$ cat src/rtl/id_stage.sv
// id_stage: decode stage with 8x16 register file, flags and one output register; ID_HAZARD_STALL_EN adds a RAW scoreboard stall
module id_stage #(
    parameter int DATA_W = 16,
    parameter int NREGS = 8
) (
    input  logic              clk,
    input  logic              rst,
    input  logic              if_valid,
    output logic              if_ready,
    input  logic [31:0]       if_instr,
    input  logic              flush,
    input  logic              ex_ready,
    output logic              id_valid,
    output logic [1:0]        First_LD,
    output logic              Special_encoding,
    output logic [3:0]        Second_LD,
    output logic [3:0]        B_cond,
    output logic [2:0]        ALU_OC,
    output logic [2:0]        dest_reg,
    output logic [2:0]        pointer_reg,
    output logic [DATA_W-1:0] op_1_reg_value,
    output logic [DATA_W-1:0] op_2_reg_value,
    output logic [DATA_W-1:0] immediate,
    output logic [DATA_W-1:0] offset,
    output logic [3:0]        flags,
    input  logic              wb_en,
    input  logic [2:0]        wb_reg,
    input  logic [DATA_W-1:0] wb_data,
    input  logic              wb_flags_en,
    input  logic [3:0]        wb_flags
);
    logic [DATA_W-1:0] rf [NREGS];
    logic [31:0]       instr_q;
    logic [DATA_W-1:0] op1_q, op2_q;
    logic [2:0]        src1, src2;
    logic              stall, accept;
    assign src1 = if_instr[18:16];
    assign src2 = if_instr[15:13];
    assign if_ready = !rst && !flush && !stall && (!id_valid || ex_ready);
    assign accept = if_valid && if_ready;
`ifdef ID_HAZARD_STALL_EN
    logic [NREGS-1:0] pending;
    logic             writer;
    assign writer = if_instr[29] || (if_instr[31:30] == 2'b00);
    // a writeback landing this cycle is bypassed, so it does not stall
    assign stall = (pending[src1] && !(wb_en && wb_reg == src1)) ||
                   (if_instr[30] && pending[src2] && !(wb_en && wb_reg == src2));
    always_ff @(posedge clk) begin
        if (rst) pending <= '0;
        else for (int i = 0; i < NREGS; i++)
            pending[i] <= (pending[i] && !(wb_en && wb_reg == i[2:0])) ||
                          (accept && writer && if_instr[21:19] == i[2:0]);
    end
`else
    assign stall = 1'b0;
`endif
    always_ff @(posedge clk) begin
        if (rst) begin
            id_valid <= 1'b0;
            instr_q  <= '0;
            op1_q    <= '0;
            op2_q    <= '0;
            flags    <= '0;
            for (int i = 0; i < NREGS; i++) rf[i] <= '0;
        end else begin
            if (wb_en) rf[wb_reg] <= wb_data;
            if (wb_flags_en) flags <= wb_flags;
            if (accept) begin
                instr_q <= if_instr;
                op1_q   <= (wb_en && wb_reg == src1) ? wb_data : rf[src1];
                op2_q   <= (wb_en && wb_reg == src2) ? wb_data : rf[src2];
            end
            id_valid <= accept || (id_valid && !ex_ready && !flush);
        end
    end
    assign First_LD         = instr_q[31:30];
    assign Special_encoding = instr_q[29];
    assign Second_LD        = instr_q[28:25];
    assign B_cond           = instr_q[28:25];
    assign ALU_OC           = instr_q[24:22];
    assign dest_reg         = instr_q[21:19];
    assign pointer_reg      = instr_q[18:16];
    assign immediate        = instr_q[15:0];
    assign offset           = instr_q[15:0];
    assign op_1_reg_value   = op1_q;
    assign op_2_reg_value   = op2_q;
endmodule

$ cat config.mk
export PLATFORM = sky130hd
export DESIGN_NAME = id_stage
export DESIGN_NICKNAME = d
export VERILOG_FILES = /design/src/rtl/id_stage.sv
export SDC_FILE = /design/constraint.sdc
export NUM_CORES = 1
export LEC_CHECK = 0
export ABC_CLOCK_PERIOD_IN_PS = 4200
export CAP_MARGIN = 20
export CORE_UTILIZATION = 50
export DETAILED_ROUTE_END_ITERATION = 8
export PLACE_DENSITY = 0.76
export SYNTH_ARGS = -nofsm -noshare
export SYNTH_HDL_FRONTEND = slang
export SYNTH_SLANG_ARGS = --single-unit
$ cat constraint.sdc
create_clock -name clk -period 4.2 [get_ports clk]
set_input_delay 1.05 -clock clk [delete_from_list [all_inputs] [get_ports clk]]
set_output_delay 1.05 -clock clk [all_outputs]
set_load 0.02 [all_outputs]
==> implementation parameters <==
Parameter                              Value

Pwr
  Sequential cell fraction of total power ... 0.499
  Internal power of the cells ... 3400 uW
  Share of total power consumed by net switching ... 0.242
  Proportion of power drawn by the clock network ... 0.365
  Comb pwr share ... 0.136
  Power dissipated by switching net loads ... 1090 uW
  Static Leak ... 0.00416 uW
  Post-route total power ... 4490 uW
  Pwr/cell area ... 383 nW/um^2
  Maximum vdd drop ... 0.306 mV

Logic synthesis
  Synth area leader ... edfxtp_1
  Register area share after synthesis ... 0.550
  Portion of synthesized cell area occupied by the leading cell type ... 0.405
  Most frequently used cell type in the post-synthesis netlist ... and2_1
  Synthesized area divided by synthesized cell count ... 13.4 um^2
  Post-synth design cell area ... 9500 um^2
  Fraction of synthesized cell area in xor and xnor cells ... 0.00553
  Most numerous cell types in the synthesized netlist ... and2_1, edfxtp_1, dfxtp_1
  Ys async rst share ... 0
  Most used DFF post-synth ... edfxtp_1
  Number of flops mapped to enable cells by yosys ... 128
  Distinct cells, synth ... 34
  Largest family of logic cells by synthesized area ... multiplexers
  Count of synthesis-stage warnings from yosys ... 0
  Largest cells by area after synthesis ... edfxtp_1, dfxtp_1, mux4_2
  Net count after synthesis ... 770
  Mux share of post-synthesis cell area ... 0.193
  Fraction of the mapped netlist area in simple logic gates ... 0.145
  Adder-cell share of the synthesized area ... 0
  Compound-gate portion of the synthesized area ... 0.0606
  Synthesized netlist cell count ... 708
  FF+latch count, synth ... 197

Setup path
  CP cell instances ... clkdlybuf4s50_1 -> nor2b_1 -> nor3_1 -> clkdlybuf4s50_1
  Delay of the slowest cell on the worst path ... 0.64 ns
  Worst setup path category ... in2out
  Critical Path Source Type ... input pin
  Critical Path Slowest Stage Cell ... clkdlybuf4s50_1
  Arr. time, crit path ... 2.37 ns
  FF-to-FF End ... op_2_reg_value[5]$_SDFFE_PP0P_
  Largest fanout of any net on the critical path ... 2
  Most repeated library cell on the critical path ... clkdlybuf4s50_1
  Critical path capture point type ... primary output
  Worst endpoint required time ... 3.15 ns
  R2R Path Start ... id_valid$_SDFF_PP0_
  Flop-to-flop setup slack ... 2.16 ns
  Worst reg-to-reg path cell count ... 6

Timing
  Slew at the pin closest to its max-slew limit ... 0.862 ns
  Worst rel slew slack ... 0.425
  Number of pins with negative max-slew slack in the final report ... 0
  Hold Slack ... 0.459 ns
  Summed negative setup slack over all endpoints ... 0 ns
  Count of endpoints failing setup in the final report ... 0
  Achievable Freq ... 293 MHz
  Final Skew ... 0.00721 ns
  Number of failing hold endpoints at the final stage ... 0
  Final period demand of the worst path ... 3.42 ns
  Part of the cycle the worst path needs ... 0.814
  Unrepaired setup endpoints after global routing ... false

Clocking
  Clock Sinks ... 197
  H-Tree Level Count ... 4
  Cts repair resizes ... 0
  Reg clk slew, reported paths ... 0.07 ns
  Cts bufs inserted ... 17
  Clock latency at the later pin of the worst-skew pair ... 0.44 ns
  Max Buffers Root-to-Sink ... 2
  Clock tree from TritonCTS ... built
  CTS root buf ... clkbuf_16
  Cts hold-fix bufs ... 0
  Number of setup buffers added after CTS ... 0

Drt
  Count of antenna-violating nets left after detailed routing ... 0
  Drt pass-1 iters ... 5
  Via density ... 6.15
  Final routed DRC violation total ... 0
  Number of design-rule violations left by the first detailed-router iteration ... 400
  Total vias in the final route ... 6646
  Total Wirelength ... 25700 um
  Final routed wire length divided by cell count ... 23.7 um

Layout
  Fraction of layout cells with a size suffix above 1 ... 0.169
  Layout fillers ... 1404
  Total number of nets in the final design ... 896
  # diodes ... 0
  Layout area overhead ... 23.5%
  Non-filler instance count after layout ... 1081
  Fraction of the core area covered by cells at the end of the flow ... 0.629

Status
  Result of the run ... finished, final reports clean

Die
  Starting Density ... 0.510
  Vertical die dimension ... 140 um
  Core Footprint ... 18600 um^2
  Number of rows created at floorplan ... 50
  Width of the die ... 140 um
  Area of the die ... 19600 um^2
  I/O pin total ... 152

Placed design
  Count of port buffers added during placement ... 151
  RePlAce Congestion ... 0.860
  Cell count after placement ... 1049
  DP HPWL ... 16400 um

Global route
  Antenna violations before repair ... 0
  Sum of overflow across all layers after global routing ... 0
  Global-route wire length before repair ... 38800 um
  Number of global-route vias before repair ... 6832
  Global router's overall resource usage ... 0.270
  Pin count of the biggest net entering global routing ... 59

Min path
  Start point of the worst hold path ... instr_q[31]$_SDFFE_PP0P_
  Worst-case hold path end point ... instr_q[31]$_SDFFE_PP0P_
  Hold Crit Depth ... 2
  Type of the most critical hold path ... reg2reg

Flow run
  Max-cap violation count ... 0
kinds of logic (layout without fill, tap and decap cells):
group           after synthesis  after routing
mux                          99             99
xor+xnor                      6              6
compound gates               77             77
buf+inv                      78            217
flops                       197            197
simple gates                251            251
flip-flops by register name, summed over array words and instances (netlist names):
register,count
instr_q,32
op_1_reg_value,16
flags,4
id_valid,1
rf,128
op_2_reg_value,16
worst max-delay path, delay by kind of cell:
kind,cells,cell delay [ns]
buffers and inverters,2,1.12
and+or+nand+nor,2,0.20
metrics by stage:
stage	setup slack, ns	area [um^2]
floorplan	1.24	9500
CTS	0.768	11700
detailed placement	0.776	11100
global route	0.696	11700
finish	0.781	11700
global placement	0.785	11100
final cells by class:
cell class | instances | area [um^2] | share of cell area
clock buffers | 19 | 454 | 0.0387
clock inverters | 13 | 144 | 0.0123
inverters | 1 | 3.75 | 0.000320
multi-input cells | 433 | 3850 | 0.328
flip-flops and latches | 197 | 5230 | 0.445
well taps | 234 | 293 | 0.0250
repair buffers | 184 | 1760 | 0.150
cells in the final DEF (no fill, tap or decap), types with 18 or more instances in the layout:
cell type	n
nor3_1	24
clkdlybuf4s50_1	148
mux2i_1	28
a221o_1	31
mux4_2	56
clkbuf_16	18
buf_4	32
and2_1	129
edfxtp_1	128
dfxtp_1	69
a21oi_1	33
nand2_1	65
worst max path at each step:
stage	start	endpoint	slack [ns]	depth (start not counted)
finish	ex_ready	if_ready	0.78	4
floorplan	rst	if_ready	1.24	3
global placement	ex_ready	if_ready	0.79	4
global route	ex_ready	if_ready	0.70	4
detailed placement	ex_ready	if_ready	0.78	4
CTS	ex_ready	if_ready	0.77	4
power by group through the flow:
stage          logic (uW)  registers [uW]  clock network [uW]
5_1_grt               640            2250                1730
2_1_floorplan         321            2300                   0
3_5_place_dp          605            2280                   0
6_report              609            2240                1640
3_3_place_gp          594            2270                   0
4_1_cts               609            2240                1650
metal layers:
metal  part of all wire  vias up  global-route usage  routed length (um)
met5                  0        -                   0                   0
met4              0.041        0               0.145                1060
met3              0.081       86              0.0544                2070
met2               0.50      403               0.462               12800
met1               0.38     3268               0.323                9740
li1                   -     2889                   -                   -
(Power assumes the default switching activity.)
